File: src/rtl/pong_pkg.sv
// Shared encodings and default timings for the Pong buzzer scheduler.
package pong_pkg;

    localparam int unsigned SRC_W   = 2;
    localparam int unsigned NUM_SRC = 3;

    localparam logic [SRC_W-1:0] SRC_NONE  = 2'd0;
    localparam logic [SRC_W-1:0] SRC_WALL  = 2'd1;
    localparam logic [SRC_W-1:0] SRC_PAD   = 2'd2;
    localparam logic [SRC_W-1:0] SRC_SCORE = 2'd3;

    localparam int unsigned PAD_TICKS_DEF   = 6;
    localparam int unsigned WALL_TICKS_DEF  = 4;
    localparam int unsigned SCORE_TICKS_DEF = 32;
    localparam int unsigned SCORE_PHASE_DEF = 4;

    // State codes equal the source codes so active_src is the state itself.
    typedef enum logic [SRC_W-1:0] {
        ST_IDLE  = 2'd0,
        ST_WALL  = 2'd1,
        ST_PAD   = 2'd2,
        ST_SCORE = 2'd3
    } state_e;

    // Request/pending vectors: bit 0 wall, bit 1 pad, bit 2 score.
    function automatic logic [NUM_SRC-1:0] src_onehot(input logic [SRC_W-1:0] src);
        logic [NUM_SRC-1:0] oh;
        oh = '0;
        case (src)
            SRC_WALL:  oh = 3'b001;
            SRC_PAD:   oh = 3'b010;
            SRC_SCORE: oh = 3'b100;
            default:   oh = 3'b000;
        endcase
        return oh;
    endfunction

endpackage

File: src/rtl/pong_prio_pick.sv
// Fixed-priority picker: score over pad over wall, among live requests and pending flags.
module pong_prio_pick
    import pong_pkg::*;
(
    input  logic [NUM_SRC-1:0] req_i,
    input  logic [NUM_SRC-1:0] pend_i,
    output logic [SRC_W-1:0]   win_c
);

    logic [NUM_SRC-1:0] cand;

    always_comb begin
        cand  = req_i | pend_i;
        win_c = SRC_NONE;
        if (cand[2]) begin
            win_c = SRC_SCORE;
        end else if (cand[1]) begin
            win_c = SRC_PAD;
        end else if (cand[0]) begin
            win_c = SRC_WALL;
        end
    end

endmodule

File: src/rtl/pong_sound_scheduler.sv
// Buzzer arbiter: grants one sound at a time by fixed priority, times it in game
// ticks, keeps one-deep pending flags and freezes while the game is paused.
module pong_sound_scheduler
    import pong_pkg::*;
#(
    parameter int unsigned PAD_TICKS   = PAD_TICKS_DEF,
    parameter int unsigned WALL_TICKS  = WALL_TICKS_DEF,
    parameter int unsigned SCORE_TICKS = SCORE_TICKS_DEF,
    parameter int unsigned SCORE_PHASE = SCORE_PHASE_DEF
)(
    input  logic             clk,
    input  logic             rst,
    input  logic             game_tick,
    input  logic             pause,
    input  logic             pad_tone,
    input  logic             wall_tone,
    input  logic             req_pad,
    input  logic             req_wall,
    input  logic             req_score,
    output logic             buzzer,
    output logic             busy,
    output logic [SRC_W-1:0] active_src
);

    localparam int unsigned CNT_W = $clog2(SCORE_TICKS) + 1;
    localparam int unsigned PH_W  = $clog2(SCORE_PHASE) + 1;

    state_e             state_q, state_d;
    logic [CNT_W-1:0]   cnt_q, cnt_d;
    logic [PH_W-1:0]    phase_q, phase_d;
    logic               tone_sel_q, tone_sel_d;
    logic [NUM_SRC-1:0] pend_q, pend_d;
    logic               buzzer_q, buzzer_d;

    logic [NUM_SRC-1:0] req_v;
    logic [NUM_SRC-1:0] cur_oh;
    logic [NUM_SRC-1:0] arb_req;
    logic [SRC_W-1:0]   win;
    logic               playing;
    logic               ending;

    function automatic logic [CNT_W-1:0] ticks_of(input logic [SRC_W-1:0] src);
        logic [CNT_W-1:0] t;
        case (src)
            SRC_WALL:  t = CNT_W'(WALL_TICKS);
            SRC_PAD:   t = CNT_W'(PAD_TICKS);
            SRC_SCORE: t = CNT_W'(SCORE_TICKS);
            default:   t = '0;
        endcase
        return t;
    endfunction

    // A re-request of the playing source reloads it instead of entering arbitration,
    // except on the end edge where it competes like any other request.
    always_comb begin
        req_v   = pause ? '0 : {req_score, req_pad, req_wall};
        cur_oh  = src_onehot(SRC_W'(state_q));
        playing = (state_q != ST_IDLE);
        ending  = playing && game_tick && !pause && (cnt_q == CNT_W'(1));
        arb_req = (playing && !ending) ? (req_v & ~cur_oh) : req_v;
    end

    pong_prio_pick u_pick (
        .req_i  (arb_req),
        .pend_i (pend_q),
        .win_c  (win)
    );

    always_comb begin
        state_d    = state_q;
        cnt_d      = cnt_q;
        phase_d    = phase_q;
        tone_sel_d = tone_sel_q;
        pend_d     = pend_q;
        if (!pause) begin
            pend_d = pend_q | arb_req;
            if (!playing || ending || (win > SRC_W'(state_q))) begin
                if (win != SRC_NONE) begin
                    state_d    = state_e'(win);
                    cnt_d      = ticks_of(win);
                    phase_d    = '0;
                    tone_sel_d = 1'b0;
                    pend_d     = pend_d & ~src_onehot(win);
                end else begin
                    state_d = ST_IDLE;
                    cnt_d   = '0;
                end
            end else if ((req_v & cur_oh) != '0) begin
                cnt_d      = ticks_of(SRC_W'(state_q));
                phase_d    = '0;
                tone_sel_d = 1'b0;
            end else if (game_tick) begin
                cnt_d = cnt_q - CNT_W'(1);
                if (state_q == ST_SCORE) begin
                    if (phase_q == PH_W'(SCORE_PHASE - 1)) begin
                        phase_d    = '0;
                        tone_sel_d = ~tone_sel_q;
                    end else begin
                        phase_d = phase_q + PH_W'(1);
                    end
                end
            end
        end
    end

    // Buzzer follows the tone of the registered state, one cycle behind it.
    always_comb begin
        buzzer_d = 1'b0;
        if (!pause) begin
            case (state_q)
                ST_WALL:  buzzer_d = wall_tone;
                ST_PAD:   buzzer_d = pad_tone;
                ST_SCORE: buzzer_d = tone_sel_q ? wall_tone : pad_tone;
                default:  buzzer_d = 1'b0;
            endcase
        end
    end

    always_ff @(posedge clk) begin
        if (rst) begin
            state_q    <= ST_IDLE;
            cnt_q      <= '0;
            phase_q    <= '0;
            tone_sel_q <= 1'b0;
            pend_q     <= '0;
            buzzer_q   <= 1'b0;
        end else begin
            state_q    <= state_d;
            cnt_q      <= cnt_d;
            phase_q    <= phase_d;
            tone_sel_q <= tone_sel_d;
            pend_q     <= pend_d;
            buzzer_q   <= buzzer_d;
        end
    end

    assign buzzer     = buzzer_q;
    assign busy       = (state_q != ST_IDLE);
    assign active_src = SRC_W'(state_q);

endmodule

File: config.mk
export PLATFORM = sky130hd
export DESIGN_NAME = pong_sound_scheduler
export DESIGN_NICKNAME = d
export VERILOG_FILES = /design/src/rtl/pong_pkg.sv /design/src/rtl/pong_prio_pick.sv /design/src/rtl/pong_sound_scheduler.sv
export SDC_FILE = /design/constraint.sdc
export NUM_CORES = 1
export LEC_CHECK = 0
export BUFFER_PORTS_ARGS = -buffer_cell sky130_fd_sc_hd__buf_2
export CAP_MARGIN = 15
export CORE_MARGIN = 4
export CORE_UTILIZATION = 57
export CTS_CLUSTER_SIZE = 14
export DETAILED_ROUTE_END_ITERATION = 10
export GPL_ROUTABILITY_DRIVEN = 0
export PLACE_DENSITY = 0.79
export SLEW_MARGIN = 20
export SYNTH_ARGS = -nofsm -noshare
export SYNTH_HDL_FRONTEND = slang
export SYNTH_SLANG_ARGS = --single-unit
File: constraint.sdc
create_clock -name clk -period 4.15 [get_ports clk]
set_input_delay 0.83 -clock clk [delete_from_list [all_inputs] [get_ports clk]]
set_output_delay 0.83 -clock clk [all_outputs]
set_load 0.05 [all_outputs]
# Word-level counts from Yosys, hierarchy flattened
# Index checks and enable logic that the tools add are counted.
# totals
regBits	16
inputBits	9
out_inout_bits	4
# classes
n_mux	33
n_bitwise	8
reduce_logical	20
n_eq_ne	9
magnitude_cmp	1
add_sub_neg	2
# ops
op	n
2-to-1 mux 3 bit	13
case mux 6 bit (3 select lines)	2
2-to-1 mux 6 bit	4
case mux 3 bit (3 select lines)	2
nonzero test 3 bit	4
bitwise AND 3 bit	3
== test 2 bit (second input constant)	4
2-to-1 mux 1 bit	8
== test 6 x 1 -> 1 bit (second input constant)	1
2-to-1 mux 2 bit	3
inverter 3 bit	2
subtractor 6 x 1 -> 6 bit (second input constant)	1
AND reduction 5 bit	1
== test 2 x 1 -> 1 bit (second input constant)	2
logical AND 1 bit	4
AND reduction 2 bit	2
AND reduction 4 bit	1
nonzero test 2 bit	2
adder 3 x 1 -> 3 bit (second input constant)	1
== test 3 x 2 -> 1 bit (second input constant)	1
zero test 1 bit	3
bitwise OR 3 bit	1
case mux 1 bit (3 select lines)	1
> comparator 2 bit	1
4 further kinds	6

# Depth between registers and ports, before layout
# Gate-level depths: netlist of the first run.
# logic_depth
word_depth	20
depth_mapped	13

# Hierarchy
# From an unflattened synthesis of the first run, not the netlist that was laid out.
# unflattened
cells_unflattened	143
hier_area_um2	1212.4
# modules_own_cells
mod	cells_per_inst	area_each_um2	n_inst
pong_sound_scheduler	138	1184.9	1
pong_prio_pick	5	27.5	1

# Worst setup path before layout of the first run
# No wires, ideal clock.
# synth_path
path_kind	register -> register
from	register state_q[0], in the netlist active_src[0]
to	register phase_q[2]
path_buffers	0
t_arrival_ns	3.313
slack_ns	0.721
stages_incl_launch_ff	13
path_cell_list	dfxtp_1 > inv_1 > ha_1 > or3_1 > o22ai_1 > and2_1 > inv_2 > ha_1 > nor2b_1 > o21ai_1 > a21oi_1 > a311o_1 > o211a_1
# synth_between
elab_chain_len	15
elab_cells_between_ends	30
cone_classes	1 x order compare; 4 x eq/ne; 7 x mux; 4 x bitwise; 14 x reduce/logical
# synth_rtl
item	line	text
start, declared	pong_sound_scheduler.sv:28	state_e state_q, state_d;
start signal, assigned	pong_sound_scheduler.sv:128	state_q <= state_d;
parallel branches: the longest is 15 deep, another holds > comparator 2 bit	n/a	
end signal, assigned	pong_sound_scheduler.sv:130	phase_q <= phase_d;
end, declared	pong_sound_scheduler.sv:30	logic [PH_W-1:0] phase_q, phase_d;
# Parallel ways; which one is timed is not known.
# A chain may end at the register's enable or synchronous reset.

# Worst setup path in the final report of the first run
# layout_path
from	input port pause
to	register phase_q[2]
# layout_between
elab_chain_len	14
elab_cells_between_ends	25
cone_classes	1 x order compare; 1 x eq/ne; 7 x mux; 4 x bitwise; 12 x reduce/logical
# layout_rtl
item	line	text
start, declared	pong_sound_scheduler.sv:14	input logic pause,
zero test 1 bit	n/a	
logical AND 1 bit (2 in series)	pong_sound_scheduler.sv:59	ending = playing && game_tick && !pause && (cnt_q == CNT_W'(1));
zero test 1 bit	pong_sound_scheduler.sv:60	arb_req = (playing && !ending) ? (req_v & ~cur_oh) : req_v;
logical AND 1 bit	pong_sound_scheduler.sv:60	
2-to-1 mux 3 bit	pong_sound_scheduler.sv:60	
bitwise OR 3 bit	pong_prio_pick.sv:13	cand = req_i | pend_i;
2-to-1 mux 1 bit	pong_prio_pick.sv:19	end else if (cand[0]) begin
2-to-1 mux 2 bit	pong_prio_pick.sv:17	end else if (cand[1]) begin
2-to-1 mux 2 bit	pong_prio_pick.sv:15	if (cand[2]) begin
> comparator 2 bit	pong_sound_scheduler.sv:77	if (!playing || ending || (win > SRC_W'(state_q))) begin
logical OR 1 bit	pong_sound_scheduler.sv:77	
inequality test 2 x 1 -> 1 bit (no source line) or nonzero test 3 bit (tied branches)	n/a	
AND reduction 4 bit (no source line)	n/a	
# Several ways; a longest one is shown, not always the timed one.

==> results of run 1 <==
## state kept, by name, indices dropped and copies added, names as in the netlist
signal,flops
pend_q,3
tone_sel_q,1
active_src,2
phase_q,3
cnt_q,6
buzzer,1
## per-layer routing
metal | routed length [um] | global-route usage
met1 | 1220 | 0.272
met2 | 1250 | 0.365
met3 | 104 | 0.0254
met4 | 41 | 0.0809
met5 | 0 | 0
## synth_stat cells, types with 2 or more instances
cell,number,share of area
a211oi_1,2,0.013
a21oi_1,4,0.017
a222oi_1,2,0.017
a311oi_1,2,0.015
a31oi_1,2,0.011
and2_1,2,0.011
clkbuf_1,3,0.0096
dfxtp_1,16,0.27
ha_1,14,0.15
inv_1,10,0.032
mux2i_1,3,0.025
nand2_1,16,0.051
nand3_1,7,0.030
nor2_1,13,0.041
nor2b_1,7,0.037
nor3_1,5,0.021
o21a_1,2,0.013
o21ai_0,4,0.017
o21ai_1,2,0.0085
o22ai_1,3,0.016
o32ai_1,2,0.015
or3_1,3,0.016
## power by group through the flow
stage / sequential (mW) / clock (mW) / combinational [mW]
finish: 0.177 / 0.107 / 0.175
CTS: 0.176 / 0.106 / 0.174
detailed placement: 0.180 / 0 / 0.173
global route: 0.179 / 0.114 / 0.196
floorplan: 0.186 / 0 / 0.126
global placement: 0.179 / 0 / 0.170
## placed cells by master (no fill, tap or decap), types with 2 or more instances in the layout
cell type  instances
o32ai_1            2
o22ai_1            3
mux2i_1            3
a222oi_1           2
a311oi_1           2
buf_2             12
or3_1              3
o21a_1             2
nand3_1            7
nand2_1           16
nor2_1            13
inv_1             10
ha_1              14
clkbuf_4           3
o21ai_1            2
a21oi_1            4
a31oi_1            2
and2_1             2
nor2b_1            7
a211oi_1           2
nor3_1             5
dfxtp_1           16
o21ai_0            4
## worst max-delay path by stage
stage / to / slack [ps] / cells after the start
after global routing: phase_q[2] / 450 / 12
after floorplan: phase_q[2] / 720 / 12
after detailed placement: phase_q[2] / 390 / 12
final: phase_q[2] / 640 / 12
after global placement: phase_q[2] / 520 / 12
after CTS: phase_q[2] / 690 / 12
## worst register-to-register path, delay by kind of cell, from the launching register on
kind	cells	cell delay (ps)
flops	1	470
compound gates	5	1240
simple gates	3	790
fa+ha+maj	2	570
buf+inv	2	220
## final cells by class
cell class | count | area share
Clock buffer | 4 | 0.0280
Inverter | 11 | 0.0318
Multi-Input combinational cell | 115 | 0.621
Sequential cell | 16 | 0.247
Tap cell | 27 | 0.0260
Timing Repair Buffer | 12 | 0.0463
## cells by family (layout without fill, tap and decap cells)
family | count (synthesis) | count (layout) | synth area share
AO/OA/AOI/OAI | 36 | 36 | 0.230
XOR/XNOR | 2 | 2 | 0.0149
adder cells (fa/ha/maj) | 14 | 14 | 0.149
buffers and inverters | 14 | 27 | 0.0446
flip-flops | 16 | 16 | 0.272
multiplexers | 4 | 4 | 0.0350
AND/OR/NAND/NOR | 59 | 59 | 0.255
==> flow_metrics.py, run 1 <==
metrics = {
    "global_route": {
        "grt_overflow": 0,
        "grt_first_pass_wirelength_um": 4550,
        "grt_max_degree": 22,
        "grt_usage": 0.215,
        "antenna_found_initial": 0,
        "grt_pass1_vias": 1070,
    },
    "worst_hold_path": {
        "min_path_cells": 1,
        "min_path_type": "register to register",
        "worstHoldEndpoint": "phase_q[2]",
        "hp-start": "phase_q[2]",
    },
    "floorplanning": {
        "die_x_um": 53.5,
        "io_pins": 13,
        "die-area_mm2": 0.00286,
        "fp.dieH_um": 53.5,
        "num_rows": 16,
        "coreArea_mm2": 0.00196,
        "initial_utilization": 0.601,
    },
    "worst_setup_path": {
        "critical_path_peak_fanout": 21,
        "critPathMaxStageDelay_ps": 410,
        "slowest_stage": "a311o_1",
        "worst_ep_required_time_ps": 4340,
        "critPathKind": "input port to register",
        "crit_family": "compound AO/OA/AOI/OAI gates",
        "r2r_cells": 12,
        "reg2reg_to": "phase_q[2]",
        "r2r_slack_ps": 780,
        "setup.worst_path.start": "pause",
        "r2r_start": "active_src[1]",
        "cp-end-kind": "register",
        "cp_cell_sequence": "buf_2 > nor3_1 > and4_1 > o22ai_1 > and2_1 > inv_2 > ha_1 > nor2b_1 > o21ai_1 > a21oi_1 > a311o_1 > o211a_1",
        "crit_buf_inv": 2,
        "worstPathArrival_ps": 3700,
        "start_kind": "input port",
    },
    "sta": {
        "slew_headroom": 0.351,
        "tightest_slew_ps": 973,
        "clock_skew_ps": 10.9,
        "layout_worst_path_cycle_share": 0.846,
        "post-route-min-period_ps": 3510,
        "fmax_mhz": 285,
        "rsz0062_at_grt": "no",
        "finalSetupViolations": 0,
        "fin_ws_ps": 641,
        "slew_viol_final": 0,
        "hold_ws_ps": 466,
        "fin_setup_tns_ps": 0,
        "final_hold_viol_count": 0,
    },
    "placed_design": {
        "dpl.cell_count": 181,
        "dp_slack_ps": 386,
        "hpwl_um": 2060,
        "numPortBuffers": 12,
        "placed_area_mm2": 0.00126,
    },
    "logic_synthesis": {
        "yosysWarningCount": 0,
        "synth_seq_area_share": 0.272,
        "syn_nets": 168,
        "synth-seq-cells": 16,
        "ys.flop_type": "dfxtp_1",
        "syn_area_mm2": 0.00118,
        "synthCells": 145,
        "avgSynthCellArea_um2": 8.13,
        "synthArstFlopShare": 0,
        "synth_cell_types": 43,
        "synth-edff-count": 0,
    },
    "drt": {
        "vias": 1136,
        "drc_errors": 0,
        "drt_pass1_iterations": 4,
        "first_iter_violations": 35,
        "wl_per_cell_um": 14.2,
        "viasPerCell": 6.14,
        "drtAntennaViolNets": 0,
        "wl_um": 2620,
    },
    "power": {
        "ir_drop_uv": 211,
        "leakage_nw": 0.555,
        "internal_power_mw": 0.279,
        "power.total_mw": 0.459,
        "clock_power_share": 0.234,
        "netSwitchingPower_mw": 0.180,
        "pwr-share-seq": 0.384,
        "swShare": 0.392,
        "p_comb_frac": 0.382,
        "power_density_mw_per_mm2": 354,
    },
    "cells_and_area": {
        "num_antenna_cells": 0,
        "final_cell_count_no_fill": 185,
        "final_area_mm2": 0.00130,
        "drive_gt1_frac": 0.133,
        "multi_input_area_um2": 806,
        "ff_latch_area_um2": 320,
        "postLayoutCoreUtil": 0.661,
        "layout.nets": 182,
        "fillCellCount": 188,
        "areaGrowthSynthToFinish_pct": 10.1,
    },
    "cts": {
        "clkLatencyLatePin_ps": 300,
        "cts-buffers-inserted": 3,
        "hold_buffers": 0,
        "htreeDepth": 1,
        "ctsRootBufferMaster": "clkbuf_4",
        "cts_tree": "built",
        "cts_setup_buffers": 0,
        "cts_max_path_buffers": 2,
        "cts_resized": 0,
        "cts_sinks": 16,
        "clk_pin_slew_ps": 90,
    },
    "run": {
        "maxCapViolCount": 0,
    },
    "outcome": {
        "status": "finished clean",
    },
}
(Power assumes the default switching activity.)
==> run 2, diff against run 1 <==
==> constraint.sdc (replaced) <==
create_clock -name clk -period 3.6 [get_ports clk]
set_input_delay 0.72 -clock clk [delete_from_list [all_inputs] [get_ports clk]]
set_output_delay 0.72 -clock clk [all_outputs]
set_load 0.05 [all_outputs]
==> run 2 against run 1 <==
Count of clock-buffer cells in the layout did not move. Critical endpoint unchanged. Final cell count rose by 1.6%. Combinational power rose by 19%. Largest power group is now combinational logic. Highest routed layer unchanged. First-iteration DRC count increased by 26%. Hold slack improved by 3.6 ps.
==> flow_metrics.py, run 2 (synthesis results as in run 1) <==
metrics = {
    "outcome": {
        "status": "finished clean",
    },
    "cts": {
        "clk_pin_slew_ps": 100,
        "cts-buffers-inserted": 3,
        "htreeDepth": 1,
        "clkLatencyLatePin_ps": 290,
        "hold_buffers": 0,
        "cts_tree": "built",
        "cts_resized": 0,
        "cts_max_path_buffers": 2,
        "ctsRootBufferMaster": "clkbuf_4",
        "cts_setup_buffers": 0,
        "cts_sinks": 16,
    },
    "cells_and_area": {
        "final_cell_count_no_fill": 188,
        "areaGrowthSynthToFinish_pct": 12.0,
        "top_register": "cnt_q",
        "num_antenna_cells": 0,
        "layout.nets": 185,
        "largest_reg_flops": 6,
        "drive_gt1_frac": 0.149,
        "final_cell_mix": "nand2_1 (16), dfxtp_1 (16), ha_1 (14)",
        "fillCellCount": 187,
        "top_regs": "cnt_q x6, pend_q x3, phase_q x3",
    },
    "placed_design": {
        "numPortBuffers": 12,
        "hpwl_um": 2070,
        "dpl.cell_count": 184,
    },
    "global_route": {
        "grt_first_pass_wirelength_um": 4680,
        "grt_pass1_vias": 1042,
        "grt_max_degree": 21,
        "grt_usage": 0.221,
        "grt_overflow": 0,
        "antenna_found_initial": 0,
    },
    "drt": {
        "wl_um": 2700,
        "viasPerCell": 6.08,
        "vias": 1143,
        "drt_pass1_iterations": 4,
        "first_iter_violations": 44,
        "wl_per_cell_um": 14.3,
        "drc_errors": 0,
        "drtAntennaViolNets": 0,
    },
    "worst_setup_path": {
        "crit_family": "compound AO/OA/AOI/OAI gates",
        "cp_cell_sequence": "inv_1 > ha_1 > or3_1 > o22ai_1 > and2_1 > inv_2 > ha_1 > nor2b_1 > o21ai_1 > a21oi_1 > a311o_1 > o211a_1",
        "critical_path_peak_fanout": 6,
        "worst_ep_required_time_ps": 3790,
        "worstPathArrival_ps": 3610,
        "start_kind": "register",
        "critPathMaxStageDelay_ps": 450,
        "cp-end-kind": "register",
        "crit_buf_inv": 2,
        "crit_path_frequent_cell": "ha_1",
        "slowest_stage": "dfxtp_1",
        "critPathKind": "register to register",
    },
    "power": {
        "power_density_mw_per_mm2": 404,
        "p_comb_frac": 0.391,
        "pwr-share-seq": 0.381,
        "netSwitchingPower_mw": 0.207,
        "swShare": 0.389,
        "internal_power_mw": 0.326,
        "leakage_nw": 0.569,
        "clock_power_share": 0.228,
        "ir_drop_uv": 260,
    },
    "floorplanning": {
        "die-area_mm2": 0.00286,
        "fp.dieH_um": 53.5,
        "coreArea_mm2": 0.00196,
        "die_x_um": 53.5,
        "initial_utilization": 0.601,
        "io_pins": 13,
        "num_rows": 16,
    },
    "sta": {
        "layout_worst_path_cycle_share": 0.951,
        "tightest_slew_ps": 443,
        "clock_skew_ps": 7.72,
        "slew_viol_final": 0,
        "fmax_mhz": 292,
        "slew_headroom": 0.701,
        "rsz0062_at_grt": "no",
        "fin_setup_tns_ps": 0,
        "post-route-min-period_ps": 3420,
        "final_hold_viol_count": 0,
        "finalSetupViolations": 0,
    },
    "worst_hold_path": {
        "min_path_type": "register to register",
    },
    "run": {
        "maxCapViolCount": 0,
    },
}
## run 2: cell count changes in the layout (fill, tap and decap cells not counted), sizes merged
cell / change
buf: +3
## run 2: final timing paths
kind / slack, ps / start / endpoint / cells after the start
setup / recovery: 180 / active_src[1] / phase_q[2] / 12
hold / removal: 470 / phase_q[2] / phase_q[2] / 1
hold reg to reg: 470 / phase_q[2] / phase_q[2] / 1
setup reg to reg: 180 / active_src[1] / phase_q[2] / 12
## run 2: worst reg2reg max path: stages (launching register included)
cell	delay [ps]
dfxtp_1	450
inv_1	170
ha_1	300
or3_1	400
o22ai_1	200
and2_1	240
inv_2	60
ha_1	280
nor2b_1	160
o21ai_1	280
a21oi_1	150
a311o_1	410
o211a_1	240
## run 2: stage by stage
step / hold WS [ps] / worst slack (ps) / utilization / power (mW) / instance area [um2]
after global routing: 508 / 23.5 / 0.673 / 0.570 / 1320
after CTS: 474 / 231 / 0.673 / 0.533 / 1320
after global placement: 449 / 381 / 0.654 / 0.408 / 1280
after floorplan: 442 / 171 / - / 0.359 / 1180
final: 470 / 177 / 0.673 / 0.533 / 1320
after detailed placement: 460 / 260 / 0.654 / 0.410 / 1280
## run 2: power groups by stage
stage / logic [mW] / registers, mW / clock network, mW
after detailed placement: 0.203 / 0.207 / 0
after floorplan: 0.145 / 0.214 / 0
after CTS: 0.206 / 0.203 / 0.124
after global placement: 0.201 / 0.207 / 0
final: 0.209 / 0.203 / 0.122
after global routing: 0.229 / 0.205 / 0.135
## run 2: cell type report
type	instances	area, um2	share of cell area
Timing Repair Buffer	15	82.6	0.0626
Tap cell	27	33.8	0.0256
Multi-Input combinational cell	115	806	0.610
Sequential cell	16	320	0.243
Clock buffer	4	36.3	0.0275
Inverter	11	41.3	0.0313
## run 2: routing by layer
layer	global-route usage	wire [um]
met1	0.294	1240
met2	0.369	1300
met3	0.0366	143
met4	0.0426	14
met5	0	0
